[src/rtl/vec_cmd_issuer.sv]
// Host-side command issuer for the vector accelerator: buffers commands in a FIFO, issues
// them one at a time with fields held stable, and returns read vectors under valid/yumi.
module vec_cmd_issuer #(
    parameter int unsigned els_p      = 8,
    parameter int unsigned vlen_p     = 8,
    parameter int unsigned vdw_p      = 8,
    parameter int unsigned fifo_els_p = 4,
    localparam int unsigned AddrW     = (els_p > 1) ? $clog2(els_p) : 1,
    localparam int unsigned DataW     = vlen_p * vdw_p
) (
    input  logic              clk_i,
    input  logic              reset_i,
    input  logic              cmd_v_i,
    output logic              cmd_ready_o,
    input  logic [3:0]        cmd_op_i,
    input  logic [AddrW-1:0]  cmd_addrA_i,
    input  logic [AddrW-1:0]  cmd_addrB_i,
    input  logic [AddrW-1:0]  cmd_addrC_i,
    input  logic [vdw_p-1:0]  cmd_scalar_i,
    input  logic [DataW-1:0]  cmd_data_i,
    output logic              res_v_o,
    output logic [DataW-1:0]  res_data_o,
    input  logic              res_yumi_i,
    output logic              acc_v_o,
    input  logic              acc_ready_i,
    output logic [3:0]        acc_op_o,
    output logic [AddrW-1:0]  acc_addrA_o,
    output logic [AddrW-1:0]  acc_addrB_o,
    output logic [AddrW-1:0]  acc_addrC_o,
    output logic [vdw_p-1:0]  acc_scalar_o,
    output logic [DataW-1:0]  acc_data_o,
    input  logic              acc_done_i,
    input  logic [DataW-1:0]  acc_r_data_i,
    output logic              acc_yumi_o,
    output logic              err_o,
    output logic              busy_o,
    output logic [15:0]       retired_o
);

    localparam int unsigned PtrW = $clog2(fifo_els_p);
    localparam logic [PtrW:0] CountFull = (PtrW + 1)'(fifo_els_p);
    localparam logic [3:0] OpRead = 4'b1000;

    typedef enum logic [1:0] {StIdle, StWait, StResult} state_e;

    typedef struct packed {
        logic [3:0]       op;
        logic [AddrW-1:0] addr_a;
        logic [AddrW-1:0] addr_b;
        logic [AddrW-1:0] addr_c;
        logic [vdw_p-1:0] scalar;
        logic [DataW-1:0] data;
    } cmd_t;

    function automatic logic op_legal(input logic [3:0] op);
        case (op)
            4'b0000, 4'b0001, 4'b0010, 4'b0100,
            4'b0101, 4'b0110, 4'b1000, 4'b1001: op_legal = 1'b1;
            default:                            op_legal = 1'b0;
        endcase
    endfunction

    cmd_t            mem_q [fifo_els_p];
    cmd_t            cmd_in;
    cmd_t            head;
    logic [PtrW-1:0] wr_ptr_q, wr_ptr_d;
    logic [PtrW-1:0] rd_ptr_q, rd_ptr_d;
    logic [PtrW:0]   count_q, count_d;
    state_e          state_q, state_d;
    logic            err_q, err_d;
    logic [15:0]     retired_q, retired_d;
    logic [DataW-1:0] res_data_q, res_data_d;
    logic            full, empty, push, pop;

    assign cmd_in = {cmd_op_i, cmd_addrA_i, cmd_addrB_i, cmd_addrC_i, cmd_scalar_i, cmd_data_i};
    assign head   = mem_q[rd_ptr_q];
    assign full   = (count_q == CountFull);
    assign empty  = (count_q == '0);
    assign push   = cmd_v_i & ~full;

    assign cmd_ready_o  = ~full;
    assign acc_op_o     = head.op;
    assign acc_addrA_o  = head.addr_a;
    assign acc_addrB_o  = head.addr_b;
    assign acc_addrC_o  = head.addr_c;
    assign acc_scalar_o = head.scalar;
    assign acc_data_o   = head.data;
    assign res_data_o   = res_data_q;
    assign err_o        = err_q;
    assign retired_o    = retired_q;
    assign busy_o       = ~empty | (state_q != StIdle);

    // The head is only popped at retirement, so acc_* stay put for the whole operation.
    always_comb begin
        state_d    = state_q;
        err_d      = err_q;
        retired_d  = retired_q;
        res_data_d = res_data_q;
        pop        = 1'b0;
        acc_v_o    = 1'b0;
        acc_yumi_o = 1'b0;
        res_v_o    = 1'b0;
        unique case (state_q)
            StIdle: begin
                if (!empty) begin
                    if (!op_legal(head.op)) begin
                        pop   = 1'b1;
                        err_d = 1'b1;
                    end else begin
                        acc_v_o = 1'b1;
                        if (acc_ready_i) state_d = StWait;
                    end
                end
            end
            StWait: begin
                if (acc_done_i && !empty) begin
                    pop       = 1'b1;
                    retired_d = retired_q + 16'd1;
                    if (head.op == OpRead) begin
                        acc_yumi_o = 1'b1;
                        res_data_d = acc_r_data_i;
                        state_d    = StResult;
                    end else begin
                        state_d = StIdle;
                    end
                end
            end
            StResult: begin
                res_v_o = 1'b1;
                if (res_yumi_i) state_d = StIdle;
            end
            default: state_d = StIdle;
        endcase
    end

    always_comb begin
        wr_ptr_d = push ? wr_ptr_q + PtrW'(1) : wr_ptr_q;
        rd_ptr_d = pop  ? rd_ptr_q + PtrW'(1) : rd_ptr_q;
        count_d  = count_q;
        unique case ({push, pop})
            2'b10:   count_d = count_q + (PtrW + 1)'(1);
            2'b01:   count_d = count_q - (PtrW + 1)'(1);
            default: count_d = count_q;
        endcase
    end

    always_ff @(posedge clk_i) begin
        if (reset_i) begin
            wr_ptr_q   <= '0;
            rd_ptr_q   <= '0;
            count_q    <= '0;
            state_q    <= StIdle;
            err_q      <= 1'b0;
            retired_q  <= '0;
            res_data_q <= '0;
        end else begin
            wr_ptr_q   <= wr_ptr_d;
            rd_ptr_q   <= rd_ptr_d;
            count_q    <= count_d;
            state_q    <= state_d;
            err_q      <= err_d;
            retired_q  <= retired_d;
            res_data_q <= res_data_d;
        end
    end

    // Storage needs no reset; the occupancy count guards every read of it.
    always_ff @(posedge clk_i) begin
        if (push) mem_q[wr_ptr_q] <= cmd_in;
    end

endmodule

[config.mk]
export PLATFORM = sky130hd
export DESIGN_NAME = vec_cmd_issuer
export DESIGN_NICKNAME = d
export VERILOG_FILES = /design/src/rtl/vec_cmd_issuer.sv
export SDC_FILE = /design/constraint.sdc
export NUM_CORES = 1
export LEC_CHECK = 0
export CORE_MARGIN = 10
export CORE_UTILIZATION = 55
export DETAILED_ROUTE_END_ITERATION = 16
export PLACE_DENSITY_LB_ADDON = 0.05
export REMOVE_ABC_BUFFERS = 1
export SYNTH_ARGS = -nofsm -noshare
export SYNTH_HDL_FRONTEND = slang
export SYNTH_SLANG_ARGS = --single-unit
[constraint.sdc]
create_clock -name clk_i -period 7.26 [get_ports clk_i]
set_input_delay 0.726 -clock clk_i [delete_from_list [all_inputs] [get_ports clk_i]]
set_output_delay 0.726 -clock clk_i [all_outputs]
set_load 0.05 [all_outputs]
==> impl_metrics.tcl, run 1 <==
set metrics [dict create \
    run_status "finished clean" \
    tightest_slew_ps 1080 \
    relSlewSlack_pct 28.3 \
    portBuffers 325 \
    seqCellArea_sq_um 12100 \
    fmax_mhz 209 \
    dieWidth_um 189 \
    final_area_sq_um 20700 \
    cts_resized 0 \
    setup_viol 0 \
    crit_family "buffers and inverters" \
    place_congestion 0.781 \
    ys_seq_elements 432 \
    power_density_nw_per_um2 338 \
    overflow 0 \
    crit_path_cell_trace "mux4_2 -> nor4b_2 -> nand4_1 -> buf_4 -> inv_2 -> clkdlybuf4s50_1" \
    initial_core_util_pct 56.2 \
    cts_tree "done" \
    grt_pass1_wl_mm 54.4 \
    peakVddDrop_mv 0.274 \
    dr.first_iter.drc_count 545 \
    p_sw_mw 2.16 \
    hold_path_class "reg -> reg" \
    top_usage_layer "met2" \
    wl_mm 35.5 \
    seqPwrFrac_pct 43.4 \
    ios 326 \
    fp-row-count 61 \
    cp-end-kind "output pin" \
    syn_area_sq_um 15800 \
    multi_input_area_sq_um 3480 \
    rsz0062_at_grt "false" \
    ant_nets 0 \
    slowest_delay_ps 1070 \
    period_share_pct 65.9 \
    grt.total_usage_pct 19.5 \
    power.internal_mw 4.83 \
    ys_async_sr_fraction_pct 0 \
    synthFlopType "edfxtp_1" \
    synth.distinct_cells 34 \
    dpl_cell_area_sq_um 19400 \
    clk_latency_ps 520 \
    synth-edff-count 340 \
    drive_above_1_share_pct 12.8 \
    period_minus_slack_ps 4780 \
    yosysWarningCount 0 \
    fin_hold_ws_ps 453 \
    synth_top_cell_by_area "edfxtp_1" \
    grt_pass1_vias 9038 \
    cts_buffers 42 \
    clockBufferDepth 3 \
    finalMaxSlewViolations 0 \
    syn_inst 879 \
    clkSinkCount 432 \
    cp.arrival_ps 4060 \
    p_sw_share_pct 30.9 \
    pwr-share-comb_pct 27.2 \
    fillCellCount 1773 \
    cts-hold-fix-buffers 0 \
    via_per_inst 5.38 \
    skew_ps 10.3 \
    met3_usage_pct 6.69 \
    htree_levels 2 \
    vias 8740 \
    core_sq_um 28100 \
    hold_violations 0 \
    die_h_um 189 \
    met2_usage_pct 32.3 \
    clk_pin_slew_ps 60 \
    wl_per_cell_um 21.8 \
    total_power_mw 6.99 \
    crit_buf_inv 3 \
    dieArea_sq_um 35900 \
    grt_max_degree 92 \
    p_leak_nw 6.64 \
    setup_tns_ps 0 \
    cp-start-kind "register" \
    power.share.clock_pct 29.5 \
    use_met1_pct 24.1 \
    syn_avg_cell_area_sq_um 18.0 \
    first_pass_iters 5 \
    ys_seq_area_share_pct 76.3 \
    synth_common_cells "edfxtp_1 (340), nand2_1 (140), dfxtp_1 (92), mux4_2 (85), a21oi_1 (71)" \
    netlist_top_cells_area "edfxtp_1 (65%), mux4_2 (12%), dfxtp_1 (12%)" \
    synth_most_common_cell "edfxtp_1" \
    fin_nets 1374 \
    crit_type "reg -> out" \
    syn2layout_area_growth_pct 31.0 \
    netlist.area_leader.share_pct 64.7 \
    hpwl_mm 23.4 \
    root_buffer "clkbuf_16" \
    post_cts_buffers 0 \
    antenna_found_initial 4 \
    route.detailed.drc 0 \
    crit_slowest_cell "dfxtp_4" \
    cp.required_ps 6530 \
    crit_fanout 65 \
    drv_cap 0 \
]
power groups by stage:
stage	combinational, mW	sequential [mW]	clock, mW
6_report	1.90	3.03	2.06
4_1_cts	1.93	3.04	2.10
3_5_place_dp	1.92	3.09	0
2_1_floorplan	1.22	3.11	0
5_1_grt	2.00	3.06	2.20
3_3_place_gp	1.91	3.08	0
area by class of cell:
type | instances | share of cell area (%)
Inverter | 10 | 0.181
Antenna cell | 2 | 0.0242
Sequential cell | 432 | 58.3
Timing Repair Buffer | 334 | 16.0
Multi-Input combinational cell | 392 | 16.8
Tap cell | 378 | 2.29
Clock buffer | 56 | 5.64
Clock inverter | 22 | 0.702
layout by cell type, fill, tap and decap left out, drive strengths merged, types with 10 or more instances in the layout:
cell type and instances:
edfxtp 340, clkdlybuf4s50 324, nand2 140, dfxtp 92, mux4 85, a21oi 71, clkbuf 56, nor2 23
clkinv 18, xor2 14, nand4 11, inv 10, buf 10
worst min-delay path, cell delays in order (launching register included):
cell and delay, ps:
dfxtp_1 300, nand2_1 50, a21oi_1 50
metal layers:
layer,wire length [um],vias to the layer above
li1,-,4054
met1,13900,4333
met2,17800,298
met3,3070,51
met4,679,4
met5,23,-
state kept, by name (all words and copies together), names as in the netlist, named ones only:
register and count:
err_o 1, retired_o 16, mem_q 340, state_q 2, count_q 3, rd_ptr_q 2, wr_ptr_q 2, res_data_o 64
logic make-up (layout without fill, tap and decap cells):
family / after synthesis / count (layout) / share of synthesized area, %
flops: 432 / 432 / 76.3
simple gates: 202 / 202 / 5.56
mux: 86 / 86 / 12.2
compound gates: 80 / 80 / 2.63
buf+inv: 55 / 422 / 1.73
xor+xnor: 17 / 17 / 0.943
fa+ha+maj: 7 / 7 / 0.602
other cells: 0 / 2 / 0
metrics by stage:
stage               utilization, %  std cells  setup WS [ps]
floorplan                        -        834           -971
global placement              69.0       1546           2910
detailed placement            69.0       1546           2900
CTS                           73.6       1624           2350
global route                  73.6       1625           2140
finish                        73.6       1626           2480
worst paths after layout:
kind	from	end	slack, ps	depth (start not counted)
setup / recovery	register	acc_yumi_o	2480	6
hold / removal	res_data_o[2]	res_data_o[2]	450	2
setup reg to reg	register	res_data_o[26]	3610	8
hold reg to reg	res_data_o[2]	res_data_o[2]	450	2
Note: power is estimated with default switching activity, not from simulation.
==> run 2, diff against run 1 <==
--- a/config.mk
+++ b/config.mk
@@ -6,7 +6,7 @@
 export NUM_CORES = 1
 export LEC_CHECK = 0
 export CORE_MARGIN = 10
-export CORE_UTILIZATION = 55
+export CORE_UTILIZATION = 51
 export DETAILED_ROUTE_END_ITERATION = 16
 export PLACE_DENSITY_LB_ADDON = 0.05
 export REMOVE_ABC_BUFFERS = 1
==> constraint.sdc (replaced) <==
create_clock -name clk_i -period 4.5 [get_ports clk_i]
set_input_delay 0.45 -clock clk_i [delete_from_list [all_inputs] [get_ports clk_i]]
set_output_delay 0.45 -clock clk_i [all_outputs]
set_load 0.05 [all_outputs]
==> impl_metrics.tcl, run 2 (synthesis results as in run 1) <==
set metrics [dict create \
    run_status "finished clean" \
    syn2layout_area_growth_pct 32.4 \
    hold_violations 0 \
    dieWidth_um 196 \
    ios 326 \
    crit_type "reg -> out" \
    crit_fanout 65 \
    drv_cap 0 \
    cts_buffers 44 \
    hold_path_class "reg -> reg" \
    largest_reg_flops 340 \
    rr_endpoint "count_q[2]" \
    grt_max_degree 66 \
    peakVddDrop_mv 0.374 \
    core_sq_um 30600 \
    final_cell_mix "edfxtp_1 (340), clkdlybuf4s50_1 (323), nand2_1 (140)" \
    hpwl_mm 24.2 \
    holdPathEnd "res_data_o[14]" \
    relSlewSlack_pct 29.7 \
    rrSetupSlack_ps 1570 \
    cts-hold-fix-buffers 0 \
    wl_mm 36.3 \
    routed.top_layer "met5" \
    antenna_found_initial 4 \
    setup_viol 0 \
    first_pass_iters 6 \
    place_congestion 0.758 \
    post_cts_buffers 0 \
    clk_latency_ps 530 \
    die_h_um 196 \
    period_minus_slack_ps 3540 \
    grt.total_usage_pct 18.5 \
    cp-end-kind "output pin" \
    layout_commonest_cell "edfxtp_1" \
    crit_path_cell_trace "buf_12 -> mux4_2 -> clkdlybuf4s50_1" \
    hp-start "res_data_o[14]" \
    whs_path_depth 2 \
    drive_above_1_share_pct 13.6 \
    total_power_mw 11.5 \
    cp.arrival_ps 3090 \
    p_leak_nw 6.74 \
    wl_per_cell_um 22.0 \
    ant_nets 0 \
    drt-met1-wl_mm 14.6 \
    clockBufferDepth 3 \
    cts_resized 0 \
    overflow 0 \
    rsz0062_at_grt "false" \
    period_share_pct 78.7 \
    setup_tns_ps 0 \
    root_buffer "clkbuf_16" \
    dr.first_iter.drc_count 452 \
    tightest_slew_ps 1060 \
    clk_pin_slew_ps 60 \
    cp.required_ps 4050 \
    route.detailed.drc 0 \
    initial_core_util_pct 51.6 \
    grt_pass1_wl_mm 55.2 \
    cts_tree "done" \
    grt_pass1_vias 8831 \
    crit_slowest_cell "clkdlybuf4s50_1" \
    slowest_delay_ps 730 \
    fin_hold_ws_ps 452 \
    skew_ps 6.33 \
    top_register "mem_q" \
    finalMaxSlewViolations 0 \
    cp-start-kind "register" \
    htree_levels 2 \
    fp-row-count 64 \
    fmax_mhz 282 \
    portBuffers 325 \
    dieArea_sq_um 38400 \
    dr_wl_met3_mm 2.86 \
    rr_worst_depth 9 \
    power_density_nw_per_um2 550 \
    clkSinkCount 432 \
    vias 8769 \
    via_per_inst 5.31 \
    fin_nets 1380 \
    wl_met2_mm 18.1 \
]
-- run 2: changes by cell type in the layout (fill, tap and decap cells not counted), moves of 2 or more --
cell        delta
buf_12         +5
clkinv_1       -3
bufinv_16      +2
clkbuf_1       -2
clkbuf_8       +2
clkinvlp_2     -2
diode_2        +2
-- run 2: worst max-delay path, delay by kind of cell (launching register included) --
family | cells | cell delay [ps]
muxes | 1 | 620
buffers and inverters | 2 | 1170
DFF | 1 | 630
-- run 2: final cells by class --
type	instances	area (sq um)
fill	2087	9680
timing repair buffer	338	3410
tap	396	495
inverter	10	37.5
antenna	4	10.0
clock buffer	57	1210
clock inverter	21	205
multi-input combinational	392	3480
sequential	432	12100
-- run 2: how the worst max path moves through the flow --
stage                    start             end  slack (ps)
floorplan             register      acc_yumi_o       -3460
global placement      register  acc_addrA_o[1]        1470
detailed placement  acc_done_i      count_q[2]        1440
CTS                   register  acc_data_o[24]         870
global route          register  acc_addrA_o[1]         760
finish                register  acc_data_o[17]         960
-- run 2: layer usage --
layer  vias to the layer above  track usage, %
met5                         -               0
met4                         4            4.69
met3                        57            5.56
met2                       260            30.3
met1                      4379            23.7
li1                       4069               -
-- run 2: report_power, final --
| part | total [mW] | internal [mW] | switching [mW] |
|---|---|---|---|
| Clock | 3.53 | 2.12 | 1.41 |
| Sequential | 4.86 | 4.71 | 0.147 |
| Combinational | 3.12 | 1.16 | 1.95 |
| Total | 11.5 | 7.99 | 3.51 |
-- run 2: metrics by stage --
step                      area, sq um  setup slack [ps]  instances  utilization (%)
after floorplan                 15500             -3460        834                -
after global placement          19500              1470       1568             63.7
after detailed placement        19500              1440       1568             63.7
after CTS                       20900               874       1646             68.3
after global routing            20900               756       1646             68.3
final                           20900               959       1650             68.3
